File: src/rtl/fetch_ctrl_pkg.sv
// Shared fetch-stage types: PC source encodings, controller states
// and the default address width.
package fetch_ctrl_pkg;

    localparam int DEF_ADDR_W = 32;

    typedef enum logic [1:0] {
        PCSRC_SEQ = 2'd0,
        PCSRC_BR  = 2'd1,
        PCSRC_J   = 2'd2
    } pcsrc_e;

    typedef enum logic [1:0] {
        BOOT       = 2'd0,
        RUN        = 2'd1,
        REDIR_PEND = 2'd2
    } fetch_state_e;

endpackage

File: src/rtl/fetch_ctrl_sat_counter.sv
// Saturating up-counter with synchronous active-low clear.
// Holds at all-ones instead of wrapping.
module sat_counter #(
    parameter int W = 16
) (
    input  logic         clk,
    input  logic         rst,
    input  logic         en,
    output logic [W-1:0] cnt
);

    // count enabled cycles, stick at the maximum value
    always_ff @(posedge clk) begin
        if (!rst) begin
            cnt <= '0;
        end else if (en && !(&cnt)) begin
            cnt <= cnt + 1'b1;
        end
    end

endmodule

File: src/rtl/fetch_ctrl.sv
// Fetch sequencing: chooses PC source, drives IF/ID load/flush and
// the imem request, and parks redirects while a fetch is outstanding.
module fetch_ctrl
    import fetch_ctrl_pkg::*;
#(
    parameter int ADDR_W      = DEF_ADDR_W,
    parameter int BOOT_CYCLES = 2,
    parameter int CNT_W       = 16
) (
    input  logic              clk,
    input  logic              rst,
    input  logic              stall,
    input  logic              branchTaken,
    input  logic              jump,
    input  logic [ADDR_W-1:0] branchAddress,
    input  logic [ADDR_W-1:0] jAddress,
    input  logic              imemReady,
    output logic              imemReq,
    output logic              PCLd,
    output logic [1:0]        PCSrc,
    output logic [ADDR_W-1:0] redirAddr,
    output logic              IFIDLd,
    output logic              IFIDFlush,
    output logic [CNT_W-1:0]  bubbleCnt
);

    localparam logic [3:0] BOOT_LAST = 4'(BOOT_CYCLES - 1);

    fetch_state_e      state;
    fetch_state_e      state_nxt;
    logic [3:0]        boot_cnt;
    logic [ADDR_W-1:0] pend_addr;
    pcsrc_e            pend_src;
    pcsrc_e            pcsrc;
    pcsrc_e            live_src;
    logic [ADDR_W-1:0] live_addr;
    logic              latch;
    logic              clr_pend;
    logic              bub_en;

    // branch wins when ID presents both a branch and a jump
    assign live_src  = branchTaken ? PCSRC_BR : PCSRC_J;
    assign live_addr = branchTaken ? branchAddress : jAddress;

    // next state and all fetch-control outputs
    always_comb begin
        state_nxt = state;
        imemReq   = 1'b0;
        PCLd      = 1'b0;
        pcsrc     = PCSRC_SEQ;
        redirAddr = '0;
        IFIDLd    = 1'b1;
        IFIDFlush = 1'b1;
        latch     = 1'b0;
        clr_pend  = 1'b0;
        if (rst) begin
            unique case (state)
                BOOT: begin
                    if (boot_cnt == BOOT_LAST) state_nxt = RUN;
                end
                RUN: begin
                    imemReq   = 1'b1;
                    redirAddr = pend_addr;
                    if (stall) begin
                        IFIDLd    = 1'b0;
                        IFIDFlush = 1'b0;
                    end else if (branchTaken || jump) begin
                        if (imemReady) begin
                            PCLd      = 1'b1;
                            pcsrc     = live_src;
                            redirAddr = live_addr;
                        end else begin
                            latch     = 1'b1;
                            state_nxt = REDIR_PEND;
                        end
                    end else if (imemReady) begin
                        PCLd      = 1'b1;
                        IFIDFlush = 1'b0;
                    end
                end
                REDIR_PEND: begin
                    imemReq   = 1'b1;
                    redirAddr = pend_addr;
                    if (imemReady) begin
                        PCLd      = 1'b1;
                        pcsrc     = pend_src;
                        clr_pend  = 1'b1;
                        state_nxt = RUN;
                    end
                end
                default: state_nxt = BOOT;
            endcase
        end
    end

    assign PCSrc = pcsrc;

    // state, boot delay and parked redirect target
    always_ff @(posedge clk) begin
        if (!rst) begin
            state     <= BOOT;
            boot_cnt  <= '0;
            pend_addr <= '0;
            pend_src  <= PCSRC_SEQ;
        end else begin
            state <= state_nxt;
            if (state == BOOT && boot_cnt != BOOT_LAST) begin
                boot_cnt <= boot_cnt + 4'd1;
            end
            if (latch) begin
                pend_addr <= live_addr;
                pend_src  <= live_src;
            end else if (clr_pend) begin
                pend_addr <= '0;
                pend_src  <= PCSRC_SEQ;
            end
        end
    end

    assign bub_en = rst && (state != BOOT) && IFIDFlush;

    sat_counter #(
        .W(CNT_W)
    ) u_bubble_cnt (
        .clk(clk),
        .rst(rst),
        .en (bub_en),
        .cnt(bubbleCnt)
    );

endmodule

File: config.mk
export PLATFORM = sky130hd
export DESIGN_NAME = fetch_ctrl
export DESIGN_NICKNAME = d
export VERILOG_FILES = /design/src/rtl/fetch_ctrl_pkg.sv /design/src/rtl/fetch_ctrl_sat_counter.sv /design/src/rtl/fetch_ctrl.sv
export SDC_FILE = /design/constraint.sdc
export NUM_CORES = 1
export LEC_CHECK = 0
export BUFFER_PORTS_ARGS = -buffer_cell sky130_fd_sc_hd__buf_2
export CORE_MARGIN = 5
export CORE_UTILIZATION = 50
export CTS_CLUSTER_SIZE = 40
export DETAILED_ROUTE_END_ITERATION = 12
export PLACE_DENSITY = 0.89
export SYNTH_ARGS = -nofsm -noshare
export SYNTH_HDL_FRONTEND = slang
export SYNTH_SLANG_ARGS = --single-unit
File: constraint.sdc
create_clock -name clk -period 2.38 [get_ports clk]
set_clock_uncertainty 0.15 [all_clocks]
set_input_delay 0 -clock clk [delete_from_list [all_inputs] [get_ports clk]]
set_output_delay 0 -clock clk [all_outputs]
set_load 0.005 [all_outputs]
After elaboration in Yosys (flattened, before gate mapping) --
Cells that the tools add are included.
Cells by class: add/sub/neg operators 2, reduce and logical (&&, ||, !) cells 12, mux-type cells 43, equality and inequality tests 9
Operator list (number):
- 32-bit two-way mux | 7
- 32-bit case mux with 2 select lines | 1
- 2-bit two-way mux | 13
- 1-bit two-way mux | 19
- 16-bit by 1-bit adder with 16-bit output, second input constant | 1
- 16-bit AND reduction | 1
- 2-bit != test, second input constant | 5
- 2-bit case mux with 3 select lines | 1
- 5-bit AND reduction | 1
- 4-bit by 1-bit adder with 4-bit output, second input constant | 1
- 4-bit by 1-bit == test with 1-bit output, second input constant | 1
- 1-bit logical AND | 4
- 4-bit by 1-bit != test with 1-bit output, second input constant | 1
- 2-bit case mux with 2 select lines | 1
- 2-bit nonzero test | 2
- 2-bit by 1-bit == test with 1-bit output, second input constant | 1
- 2-bit == test, second input constant | 1
- 2-bit logical NOT | 1
- 1-bit case mux with 2 select lines | 1
- 2-bit OR reduction | 1
- 1-bit logical NOT | 1
- 1-bit logical OR | 1
Storage, ports and cells: input bits 70, output and inout bits 54, bits in registers 56, logic and storage cells 71

Depth between registers and ports, before layout --
depth in word-level cells 7, gate-level depth with buffers 9, depth with buffers taken out 6

By module --
A second synthesis with hierarchy kept.
Unflattened totals: cells, all modules 411, area total of the unflattened synthesis 3520.9 sq um
Modules (own cells, without submodules):
- fetch_ctrl | cells an instance 320, seq. area each 800.8 sq um, area an instance 2705.1 sq um, times used 1
- sat_counter | cells an instance 91, seq. area each 320.3 sq um, area an instance 815.8 sq um, times used 1

Worst setup path before layout --
OpenSTA, ideal clock, no wires.
path kind register to register, from register state[1], to register u_bubble_cnt.cnt[15], data required time 2.158 ns, path buffers 2, library setup time 0.072 ns, data arrival time 1.651 ns, clock period less this slack 1.873 ns, cell stages (with the launch flop) 9, setup slack 0.507 ns, cell sequence dfxtp_1 > inv_1 > ha_1 > buf_2 > nand4bb_1 > nand4_1 > buf_2 > nor4_1 > mux2i_1
Between the ends: word-level cells in the longest chain between the ends 5, elaborated cells on any way between the ends 7, classes of those cells eq/ne: 1; mux: 2; reduce/logical: 4
RTL lines:
- start, declared | line fetch_ctrl.sv:29 | fetch_state_e state;
- start signal, assigned | line fetch_ctrl.sv:106 | state <= state_nxt;
- 2-bit by 1-bit == test with 1-bit output | line fetch_ctrl.sv:57 | unique case (state)
- 1-bit two-way mux | line fetch_ctrl.sv:57
- 1-bit two-way mux | line fetch_ctrl.sv:56 | if (rst) begin
- 1-bit logical AND * | line fetch_ctrl.sv:120 | assign bub_en = rst && (state != BOOT) && IFIDFlush;
- 1-bit logical AND * | line fetch_ctrl_sat_counter.sv:16 | end else if (en && !(&cnt)) begin
- end signal, assigned | line fetch_ctrl_sat_counter.sv:17 | cnt <= cnt + 1'b1;
- end, declared | line fetch_ctrl_sat_counter.sv:9 | output logic [W-1:0] cnt
Every way passes the cells marked *; elsewhere a longest branch is shown, timed or not. A chain may end at the register's enable or synchronous reset.

Worst setup path in the final report --
from register state[1], to output redirAddr[6]
Between the ends: word-level cells in the longest chain between the ends 3, elaborated cells on any way between the ends 4, classes of those cells eq/ne: 2; mux: 2
RTL lines:
- 2-bit == test or 2-bit by 1-bit == test with 1-bit output (tied branches) | line fetch_ctrl.sv:57
- 32-bit case mux with 2 select lines * | line fetch_ctrl.sv:57
- 32-bit two-way mux * | line fetch_ctrl.sv:56
- end, declared | line fetch_ctrl.sv:21 | output logic [ADDR_W-1:0] redirAddr,
Marked as above.

==> results_dict.tcl <==
set metrics [dict create \
    synthArstFlopShare 0 \
    finalCoreUtilization 0.712 \
    boundaryPins 124 \
    cp-end-kind "output port" \
    post-place-cells 627 \
    min_path_cells 4 \
    yosysWarnings 0 \
    max_stage_delay_ns 0.34 \
    routabilityCongestion 0.845 \
    grt_max_degree 45 \
    path_class "reg2out" \
    crit_family "buffers and inverters" \
    layout_commonest_cell "buf_2" \
    layout-drive-gt1-share 0.294 \
    cp_cell_sequence "inv_1 > ha_2 > nor3b_4 > buf_6 > nand2_1 > a21oi_1 > buf_2" \
    synth_ff_type "dfxtp_1" \
    min_path_type "in2reg" \
    tightest_slew_ns 0.741 \
    clk_pin_slew_ns 0.10 \
    clk_latency_ns 0.31 \
    grt.overflow.total 0 \
    antenna_found_initial 0 \
    period_needed_ns 2.16 \
    startpoint "state[1]" \
    die-width_um 93.1 \
    path_max_fanout 33 \
    setup_viol 0 \
    hold_ws_ns 0.184 \
    r2r-start "state[1]" \
    maxSlewViolCount 0 \
    drc 0 \
    initial_core_util 0.511 \
    grt_pass1_vias 3962 \
    rsz0062_at_grt "false" \
    rows 30 \
    wire_per_inst_um 15.8 \
    period_share 0.906 \
    p_leak_nw 1.87 \
    die_h_um 93.1 \
    synth_top_area_frac 0.325 \
    r2r_slack_ns 0.35 \
    htreeDepth 2 \
    grt_pass1_wl_mm 17.6 \
    vdd_drop_max_mv 0.395 \
    n_antenna_cell 0 \
    synth_edf_count 0 \
    maxCapViolations 0 \
    synthesis.nets 529 \
    nets 695 \
    cts_root_buffer "clkbuf_8" \
    cts_sinks 56 \
    vias 4065 \
    post-dp-hpwl_mm 6.61 \
    drt_iter0_drc 244 \
    tritoncts "yes" \
    area_growth_pct 39.4 \
    final_antenna_net_count 0 \
    timing.rr.end "pend_addr[4]" \
    synth_area_leaders "dfxtp_1, a21oi_1, mux2_2, nand2_1, nand3_1" \
    status "finished, final reports clean" \
    synth_seq_area_share 0.325 \
    slew_headroom 0.505 \
    fin_setup_tns_ns 0 \
    cp-start-kind "flip-flop" \
    core-area_um2 6760 \
    cts_made_buffers 5 \
    worst_ep_arrival_time_ns 2.01 \
    syn_inst 453 \
    netlist_area_um2 3450 \
    fillers 502 \
    cp_num_buf_inv 3 \
    yosys.area.top_type "dfxtp_1" \
    viasPerCell 5.81 \
    final_cells 700 \
    dieArea_um2 8670 \
    dr.pass1.iters 4 \
    hold_end "state[0]" \
    cp.required_ns 2.23 \
    grtUsageTotal 0.243 \
    ys_ff_latch 56 \
    routed_wl_mm 11.1 \
    syn-mean-instance-area_um2 7.62 \
    clockBufferDepth 2 \
    final_cell_mix "buf_2, nand2_1, a21oi_1" \
    power_density_nw_per_um2 494 \
    r2r_cells 7 \
    hold_viol 0 \
    io_buffers 123 \
    cp_slowest_cell "dfxtp_1" \
    synth.distinct_cells 46 \
    worstHoldStart "imemReady" \
    max_freq_mhz 464 \
]
[where the power goes]
part           internal [W]  switching, W
combinational      0.000347      0.000464
clock              0.000217      0.000327
sequential         0.000983     0.0000386
total               0.00155      0.000829
[sequential cells by signal (all words and copies together), names as in the netlist]
name,count
pend_src,2
boot_cnt,4
pend_addr,32
u_bubble_cnt.cnt,16
state,2
[worst reg2reg max path: cells and delay by family (launching register included)]
kind,cells,cell delay [ns]
DFF,1,0.34
AOI/OAI and AO/OA,1,0.08
adders and majority gates,1,0.27
buffers and inverters,2,0.33
and+or+nand+nor,3,0.71
[per-layer routing]
| layer | up-vias | track usage | routed length (µm) |
|---|---|---|---|
| met5 | - | 0 | 0 |
| met4 | 0 | 0.129 | 501 |
| met3 | 51 | 0.0475 | 682 |
| met2 | 174 | 0.451 | 5760 |
| met1 | 1900 | 0.257 | 4110 |
| li1 | 1940 | - | - |
[per-stage QoR]
step	setup WS, ns	instance area, µm²	total power, W
final	0.223	4810	0.00238
after global routing	0.0727	4810	0.00251
after CTS	0.120	4810	0.00237
after detailed placement	0.301	4060	0.00173
after global placement	0.359	4060	0.00169
after floorplan	0.507	3450	0.00152
[synth_stat cells, types with 7 or more instances]
| master | n |
|---|---|
| a21oi_1 | 72 |
| mux2_2 | 32 |
| dfxtp_1 | 56 |
| o21ai_0 | 32 |
| inv_1 | 7 |
| nand3_1 | 41 |
| mux2i_1 | 9 |
| nand2_1 | 84 |
| nor2_1 | 12 |
| clkbuf_1 | 27 |
| buf_2 | 7 |
[layout make-up]
| type | count | area, µm² | share of cell area |
|---|---|---|---|
| clock buffers | 5 | 68.8 | 0.0143 |
| clock inverters | 3 | 27.5 | 0.00572 |
| repair buffers | 198 | 1350 | 0.279 |
| inverters | 8 | 30.0 | 0.00624 |
| multi-input cells | 350 | 2120 | 0.441 |
| flip-flops and latches | 56 | 1120 | 0.233 |
| well taps | 80 | 100 | 0.0208 |
[logic make-up after synthesis]
group / Yosys count / share of synthesized area
adders and majority gates: 6 / 0.0217
xor gates and xnor gates: 3 / 0.00761
buffers and inverters: 47 / 0.0634
DFF: 56 / 0.325
AOI/OAI and AO/OA: 123 / 0.193
muxes: 41 / 0.130
and+or+nand+nor: 177 / 0.259
[timing repair]
| action | 4_1_cts | 5_1_grt |
|---|---|---|
| endpoints found under the setup margin | 0 | 2 |
| buffers inserted | 0 | 0 |
| hold buffers | 65 | 0 |
| resized for setup | 0 | 2 |
| endpoints found under the hold margin | 43 | 0 |
[worst max-delay path by stage]
stage | slack (ns) | cells past startpoint | endpoint
after floorplan | 0.51 | 8 | u_bubble_cnt.cnt[15]
after global placement | 0.36 | 7 | u_bubble_cnt.cnt[12]
after detailed placement | 0.30 | 7 | pend_addr[3]
after CTS | 0.12 | 7 | redirAddr[6]
after global routing | 0.07 | 7 | redirAddr[0]
final | 0.22 | 7 | redirAddr[6]
Note: power is estimated with default switching activity, not from simulation.
